[src/rtl/mem_port_arbiter_if.sv]
// Bundle of the signals between mem_port_arbiter, its two requesters and the
// unified memory.
//   fetch side : if_req, if_addr -> ; <- if_ack, if_rdata
//   data side  : d_req, d_we, d_addr, d_wdata -> ; <- d_ack, d_rdata
//   memory side: <- mem_addr, mem_wdata, mem_write ; mem_rdata ->
// slave is the arbiter's view. master is the view of the environment around
// it (requesters plus memory).
interface mem_port_arbiter_if #(
  parameter int ADDR_W = 6,
  parameter int DATA_W = 32
);
  logic              if_req;
  logic [ADDR_W-1:0] if_addr;
  logic              if_ack;
  logic [DATA_W-1:0] if_rdata;

  logic              d_req;
  logic              d_we;
  logic [ADDR_W-1:0] d_addr;
  logic [DATA_W-1:0] d_wdata;
  logic              d_ack;
  logic [DATA_W-1:0] d_rdata;

  logic [ADDR_W-1:0] mem_addr;
  logic [DATA_W-1:0] mem_wdata;
  logic              mem_write;
  logic [DATA_W-1:0] mem_rdata;

  modport slave (
    input  if_req, if_addr, d_req, d_we, d_addr, d_wdata, mem_rdata,
    output if_ack, if_rdata, d_ack, d_rdata, mem_addr, mem_wdata, mem_write
  );

  modport master (
    output if_req, if_addr, d_req, d_we, d_addr, d_wdata, mem_rdata,
    input  if_ack, if_rdata, d_ack, d_rdata, mem_addr, mem_wdata, mem_write
  );
endinterface

[src/rtl/mem_port_arbiter.sv]
// mem_port_arbiter: sequences the single shared instruction/data memory
// between the fetch unit (read only) and the load/store unit (read/write).
// Ties are broken round-robin. Each access holds the address for WAIT_CYCLES
// cycles. The owner then gets a one-cycle ack with registered read data.
// Ports:
//   clk   - system clock, rising edge
//   rst_n - asynchronous active-low reset
//   bus   - mem_port_arbiter_if.slave (requester handshakes + memory port)
//   busy  - high whenever the sequencer is not idle
module mem_port_arbiter #(
  parameter int ADDR_W      = 6,
  parameter int DATA_W      = 32,
  parameter int WAIT_CYCLES = 1   // 1..15
) (
  input  logic                   clk,
  input  logic                   rst_n,
  mem_port_arbiter_if.slave      bus,
  output logic                   busy
);

  localparam int CW = 4;
  localparam logic [CW-1:0] CNT_LOAD = CW'(WAIT_CYCLES - 1);

  typedef enum logic [1:0] {IDLE, ACCESS, DONE} state_t;
  typedef enum logic {FETCH = 1'b0, DATA = 1'b1} owner_t;

  // Everything captured at grant; requester inputs are ignored after that.
  typedef struct packed {
    owner_t            owner;
    logic              we;
    logic [ADDR_W-1:0] addr;
    logic [DATA_W-1:0] wdata;
  } txn_t;

  state_t            state, state_nxt;
  txn_t              txn;
  owner_t            last_grant;
  logic [CW-1:0]     cnt;
  logic [DATA_W-1:0] if_rdata_q, d_rdata_q;

  logic   grant;
  owner_t grant_owner;
  logic   final_cyc;

  assign final_cyc = (state == ACCESS) && (cnt == '0);

  always_ff @(posedge clk or negedge rst_n) begin
    if (!rst_n) state <= IDLE;
    else        state <= state_nxt;
  end

  always_comb begin
    state_nxt   = state;
    grant       = 1'b0;
    grant_owner = FETCH;
    case (state)
      IDLE: begin
        if (bus.if_req || bus.d_req) begin
          grant = 1'b1;
          // On a tie, the requester not served last time wins.
          if (bus.if_req && bus.d_req)
            grant_owner = (last_grant == DATA) ? FETCH : DATA;
          else
            grant_owner = bus.d_req ? DATA : FETCH;
          state_nxt = ACCESS;
        end
      end
      ACCESS:  if (cnt == '0) state_nxt = DONE;
      DONE:    state_nxt = IDLE;
      default: state_nxt = IDLE;
    endcase
  end

  always_ff @(posedge clk or negedge rst_n) begin
    if (!rst_n) begin
      txn        <= '0;
      last_grant <= DATA;   // fetch wins the first tie
      cnt        <= '0;
      if_rdata_q <= '0;
      d_rdata_q  <= '0;
    end else begin
      if (grant) begin
        txn.owner  <= grant_owner;
        txn.addr   <= (grant_owner == DATA) ? bus.d_addr : bus.if_addr;
        if (grant_owner == DATA) begin
          txn.we    <= bus.d_we;
          txn.wdata <= bus.d_wdata;
        end
        last_grant <= grant_owner;
        cnt        <= CNT_LOAD;
      end else if (state == ACCESS && cnt != '0) begin
        cnt <= cnt - 1'b1;
      end
      // Memory reads combinationally; the word is stable by the last cycle.
      if (final_cyc) begin
        if (txn.owner == FETCH)  if_rdata_q <= bus.mem_rdata;
        else if (!txn.we)        d_rdata_q  <= bus.mem_rdata;
      end
    end
  end

  // mem_addr/mem_wdata come straight from the latched transaction, so they
  // hold their last value outside ACCESS. The write strobe is limited to the
  // final cycle so a store produces exactly one write edge.
  assign bus.mem_addr  = txn.addr;
  assign bus.mem_wdata = txn.wdata;
  assign bus.mem_write = final_cyc && (txn.owner == DATA) && txn.we;
  assign bus.if_ack    = (state == DONE) && (txn.owner == FETCH);
  assign bus.d_ack     = (state == DONE) && (txn.owner == DATA);
  assign bus.if_rdata  = if_rdata_q;
  assign bus.d_rdata   = d_rdata_q;
  assign busy          = (state != IDLE);

endmodule

[src/flat_wrapper.sv]
// flat-port wrapper written by rule: the top's interface ports become plain ports
module mem_port_arbiter_flat 
#(
  parameter int ADDR_W      = 6,
  parameter int DATA_W      = 32,
  parameter int WAIT_CYCLES = 1           
)
  (clk, rst_n, busy, bus_if_req, bus_if_addr, bus_d_req, bus_d_we, bus_d_addr, bus_d_wdata, bus_mem_rdata, bus_if_ack, bus_if_rdata, bus_d_ack, bus_d_rdata, bus_mem_addr, bus_mem_wdata, bus_mem_write);
  mem_port_arbiter_if #(.ADDR_W(ADDR_W), .DATA_W(DATA_W)) bus_i ();
  input  logic clk;
  input  logic rst_n;
  output logic busy;
  input wire logic [$bits(bus_i.if_req)-1:0] bus_if_req;
  input wire logic [$bits(bus_i.if_addr)-1:0] bus_if_addr;
  input wire logic [$bits(bus_i.d_req)-1:0] bus_d_req;
  input wire logic [$bits(bus_i.d_we)-1:0] bus_d_we;
  input wire logic [$bits(bus_i.d_addr)-1:0] bus_d_addr;
  input wire logic [$bits(bus_i.d_wdata)-1:0] bus_d_wdata;
  input wire logic [$bits(bus_i.mem_rdata)-1:0] bus_mem_rdata;
  output wire logic [$bits(bus_i.if_ack)-1:0] bus_if_ack;
  output wire logic [$bits(bus_i.if_rdata)-1:0] bus_if_rdata;
  output wire logic [$bits(bus_i.d_ack)-1:0] bus_d_ack;
  output wire logic [$bits(bus_i.d_rdata)-1:0] bus_d_rdata;
  output wire logic [$bits(bus_i.mem_addr)-1:0] bus_mem_addr;
  output wire logic [$bits(bus_i.mem_wdata)-1:0] bus_mem_wdata;
  output wire logic [$bits(bus_i.mem_write)-1:0] bus_mem_write;
  assign bus_i.if_req = bus_if_req;
  assign bus_i.if_addr = bus_if_addr;
  assign bus_i.d_req = bus_d_req;
  assign bus_i.d_we = bus_d_we;
  assign bus_i.d_addr = bus_d_addr;
  assign bus_i.d_wdata = bus_d_wdata;
  assign bus_i.mem_rdata = bus_mem_rdata;
  assign bus_if_ack = bus_i.if_ack;
  assign bus_if_rdata = bus_i.if_rdata;
  assign bus_d_ack = bus_i.d_ack;
  assign bus_d_rdata = bus_i.d_rdata;
  assign bus_mem_addr = bus_i.mem_addr;
  assign bus_mem_wdata = bus_i.mem_wdata;
  assign bus_mem_write = bus_i.mem_write;
  mem_port_arbiter #(.ADDR_W(ADDR_W), .DATA_W(DATA_W), .WAIT_CYCLES(WAIT_CYCLES)) u_core (.clk(clk), .rst_n(rst_n), .bus(bus_i), .busy(busy));
endmodule
[config.mk]
export PLATFORM = sky130hd
export DESIGN_NAME = mem_port_arbiter_flat
export DESIGN_NICKNAME = d
export VERILOG_FILES = /design/src/rtl/mem_port_arbiter_if.sv /design/src/rtl/mem_port_arbiter.sv /design/src/flat_wrapper.sv
export SDC_FILE = /design/constraint.sdc
export NUM_CORES = 1
export LEC_CHECK = 0
export CAP_MARGIN = 20
export CORE_MARGIN = 4
export CORE_UTILIZATION = 40
export DETAILED_ROUTE_END_ITERATION = 8
export DONT_BUFFER_PORTS = 1
export PLACE_DENSITY = 0.53
export SYNTH_ARGS = -nofsm -noshare
export SYNTH_HDL_FRONTEND = slang
export SYNTH_SLANG_ARGS = --single-unit
[constraint.sdc]
create_clock -name clk -period 3.1 [get_ports clk]
set_clock_uncertainty 0.1 [all_clocks]
set_input_delay 0.31 -clock clk [delete_from_list [all_inputs] [get_ports clk]]
set_output_delay 0.31 -clock clk [all_outputs]
set_load 0.005 [all_outputs]
== Yosys cells after proc, flatten, opt, wreduce, memory -nomap -nowiden ==
Cells that the tools add are included.
Cells by class
  add/subtract/negate cells: 1
  equality and inequality tests: 4
  mux-type cells: 13
  bitwise gates (word level): 2
  reductions and logical operators: 17
Operators by type and width (number)
  4-bit 2-to-1 mux: 2
  1-bit logical AND: 7
  1-bit 2-to-1 mux: 7
  6-bit 2-to-1 mux: 1
  2-bit AND reduction: 3
  4-bit logical NOT: 1
  2-bit 2-to-1 mux: 2
  2-bit one-hot mux with 2 select lines: 1
  2-bit nonzero test: 2
  4-bit nonzero test: 1
  4-bit by 1-bit subtractor with 4-bit output, second input constant: 1
  3-bit AND reduction: 1
  2-bit by 1-bit equality test with 1-bit output, second input constant: 1
  2-bit equality test, second input constant: 1
  2-bit logical NOT: 1
  2-bit by 1-bit inequality test with 1-bit output, second input constant: 1
  2-bit inequality test, second input constant: 1
  1-bit inverter: 2
  1-bit logical OR: 1
Storage, ports and cells
  flip-flop bits (word level): 111
  input port bits: 81
  output and inout bits: 106

== Logic depth before layout (Yosys ltp) ==
  depth after elaboration: 5
  mapped depth: 7
  depth with buffers taken out: 5

== Worst setup path before layout ==
OpenSTA, ideal clock, no wires.
  kind: register -> register
  from: register u_core.cnt[0]
  to: register u_core.d_rdata_q[10] (netlist: u_core.bus.d_rdata[10])
  setup time: 125 ps
  arrival time: 1801 ps
  path slack: 1074 ps
  cell stages (with the launch flop): 8
  cells stage by stage: dfrtp_1 -> inv_1 -> ha_1 -> nand2b_4 -> or4_1 -> buf_2 -> buf_6 -> mux2_4
On the way
  word-level cells in the longest chain between the ends: 3
RTL lines
  start, declared: RTL line mem_port_arbiter.sv:38  | logic [CW-1:0] cnt;
  start signal, assigned: RTL line mem_port_arbiter.sv:92  | cnt <= cnt - 1'b1;
  4-bit logical NOT: RTL line mem_port_arbiter.sv:45  | assign final_cyc = (state == ACCESS) && (cnt == '0);
  1-bit logical AND: RTL line mem_port_arbiter.sv:45
  3-bit AND reduction (no line)
  end signal, assigned: RTL line mem_port_arbiter.sv:97  | else if (!txn.we) d_rdata_q <= bus.mem_rdata;
  end, declared: RTL line mem_port_arbiter.sv:39  | logic [DATA_W-1:0] if_rdata_q, d_rdata_q;
No other way between the ends.
A chain may end at the register's enable or synchronous reset.

== Worst setup path in the final report ==
  from: register u_core.cnt[0]
  to: register u_core.d_rdata_q[4] (netlist: u_core.bus.d_rdata[4])
The elaborated chain is that of the path after synthesis.

==> run_results.csv <==
group,metric,value,unit
run_status,status,"finished clean",
logic_synthesis,ys_ff_latch,111,
logic_synthesis,yosys_warnings,0,
logic_synthesis,yosysSeqAreaShare,58.3,%
logic_synthesis,yosysTopAreaCellShare,57.7,%
final_layout,area_growth,16.8,%
grt,grt_util_all_layers,13.4,%
die,core_area,0.0116,sq mm
timing,setup_viol,0,
timing,max_slew_margin,47.1,%
timing,slew_violations,0,
flow_run,cap_violations,0,
timing,fmax,411,MHz
critical_path,critical_path.max_fanout,26,
logic_synthesis,syn_area,0.00477,sq mm
logic_synthesis,synth_top_cell_by_area,"dfrtp_1",
die,fp.dieArea,0.0137,sq mm
logic_synthesis,synthCells,320,
clocking,path_clk_slew,0.07,ns
critical_path,endpoint_kind,"flip-flop",
routing,wl,9330,um
critical_path,worstPathRequired,3.23,ns
timing,finalHoldViolCount,0,
die,die_x,117,um
final_layout,mostFrequentLayoutCell,"dfrtp_1",
placement,gp_congestion,0.699,
clocking,cts_tree,"yes",
routing,vias,2484,
final_layout,layout_common_cells,"110 x dfrtp_1, 66 x mux2_2, 61 x dlygate4sd3_1",
timing,fin_crit,2.43,ns
die,start_util,41.2,%
grt,grt_pass1_vias,2674,
power,leakagePower,2.48,nW
logic_synthesis,synth_cell_types,32,
timing,hold_slack,0.0186,ns
critical_path,cp_data_arrival_time,2.56,ns
timing,finalCritPeriodShare,78.4,%
routing,viasPerCell,5.04,
final_layout,finalCoreUtilization,48.1,%
clocking,numCtsBuffers,9,
clocking,worst_skew_pair.late_latency,0.34,ns
clocking,cts_buffer_depth,2,
timing,worst_pin_slew,0.793,ns
logic_synthesis,syn_area_per_cell,14.9,sq um
final_layout,nets,428,
die,die_y,117,um
placement,portBuffers,0,
die,ios,187,
routing,drcViolationCount,0,
die,fp-row-count,39,
routing,dr.pass1.iters,4,
clocking,h-tree-depth,3,
power,pwr_density_cell,993,mW/mm^2
timing,rsz0062_at_grt,"false",
power,ir_worst_vdd,0.470,mV
grt,antenna_found_initial,0,
routing,ant_nets,0,
critical_path,cp-start-kind,"flip-flop",
routing,drt-initial-drc-count,140,
critical_path,critPathKind,"reg -> reg",
clocking,cts.sinks,111,
placement,dpl.hpwl,6420,um
final_layout,diodes,0,
hold_path,worstHoldPathType,"in -> reg",
final_layout,drive_above_1_share,34.6,%
timing,tns,0,ns
logic_synthesis,synth_area_leaders,"dfrtp_1 58%, mux2_2 16%, mux2_4 9.4%, buf_4 6.0%, buf_6 1.4%",
grt,overflow,0,
clocking,root_buffer,"clkbuf_16",
grt,grt_first_pass_wirelength,14100,um
routing,wl_per_cell,18.9,um
grt,grt_max_degree,112,
logic_synthesis,syn_nets,403,
routing by layer:
| layer | GRT usage, % | up-vias | part of all wire (%) |
|---|---|---|---|
| li1 | - | 1127 | - |
| met1 | 15.3 | 1258 | 39 |
| met2 | 22.5 | 91 | 52 |
| met3 | 6.02 | 8 | 8.5 |
| met4 | 4.13 | 0 | 1.0 |
| met5 | 0 | - | 0 |
power by group:
part	internal (W)	leakage, nW	switching [W]	total [W]
logic	0.000969	1.02	0.000530	0.00150
clock network	0.000752	0.160	0.000489	0.00124
registers	0.00219	1.31	0.000604	0.00279
total	0.00391	2.48	0.00162	0.00553
final cells by class:
type	instances	area, sq um
timing repair buffer	67	688
clock buffer	13	260
fill	1012	6000
inverter	10	37.5
multi-input combinational	146	1560
clock inverter	3	65.1
sequential	111	2780
tap	143	179
worst paths after layout:
check | start | to | slack (ns) | cells past startpoint
min reg2reg | u_core.cnt[3] | u_core.cnt[3] | 0.41 | 1
max | u_core.cnt[0] | u_core.bus.d_rdata[4] | 0.67 | 6
min in group asynchronous | rst_n | u_core.bus.mem_wdata[28] | 0.47 | 2
max in group asynchronous | rst_n | u_core.bus.if_rdata[19] | 2.03 | 2
min | bus_mem_rdata[1] | u_core.bus.d_rdata[1] | 0.02 | 1
max reg2reg | u_core.cnt[0] | u_core.bus.d_rdata[4] | 0.67 | 6
registers in the layout, summed over array words and instances (netlist names):
signal	flops
u_core.bus.mem_wdata	32
u_core.last_grant	1
u_core.txn	2
u_core.bus.d_rdata	32
u_core.bus.mem_addr	6
u_core.state	2
u_core.bus.if_rdata	32
u_core.cnt	4
per-stage QoR:
stage | setup slack, ns | total power, W | area [sq um] | cells
final | 0.669 | 0.00553 | 5570 | 493
after global routing | 0.594 | 0.00590 | 5570 | 493
after CTS | 0.661 | 0.00562 | 5480 | 484
after detailed placement | 0.678 | 0.00427 | 4600 | 415
after global placement | 0.722 | 0.00421 | 4600 | 415
after floorplan | 1.07 | 0.00423 | 4770 | 320
worst max-delay path, cell delays in order, from the launching register on:
cell and delay (ns):
dfrtp_1 0.41, inv_1 0.09, ha_1 0.21, nand2b_4 0.07, or4_2 0.84, buf_12 0.27
mux2_4 0.32
cell usage after synthesis, drive strengths merged:
cell type  number
a21o            2
and3            2
and3b           1
buf            50
clkbuf          3
dfrtp         110
dfstp           1
ha              2
inv            10
mux2           97
mux2i           2
nand2           1
nand2b          3
nand4           6
nand4b          1
nor2            3
nor2b           1
nor3            1
nor3b           2
o21ai          10
o221ai          2
o22ai           1
o311ai          6
o31ai           1
or4             2
kinds of logic after synthesis:
group	synth area share, %
mux	25.7
simple gates	3.31
flops	58.3
buf+inv	9.08
fa+ha+maj	0.525
compound gates	3.12
repair_timing:
action | CTS | global route
hold endpoints to repair | 185 | 10
hold buffers | 53 | 9
setup buffers | 0 | 0
gates resized for setup | 0 | 0
setup endpoints to repair | 0 | 0
Power figures use the tool's default switching activity.
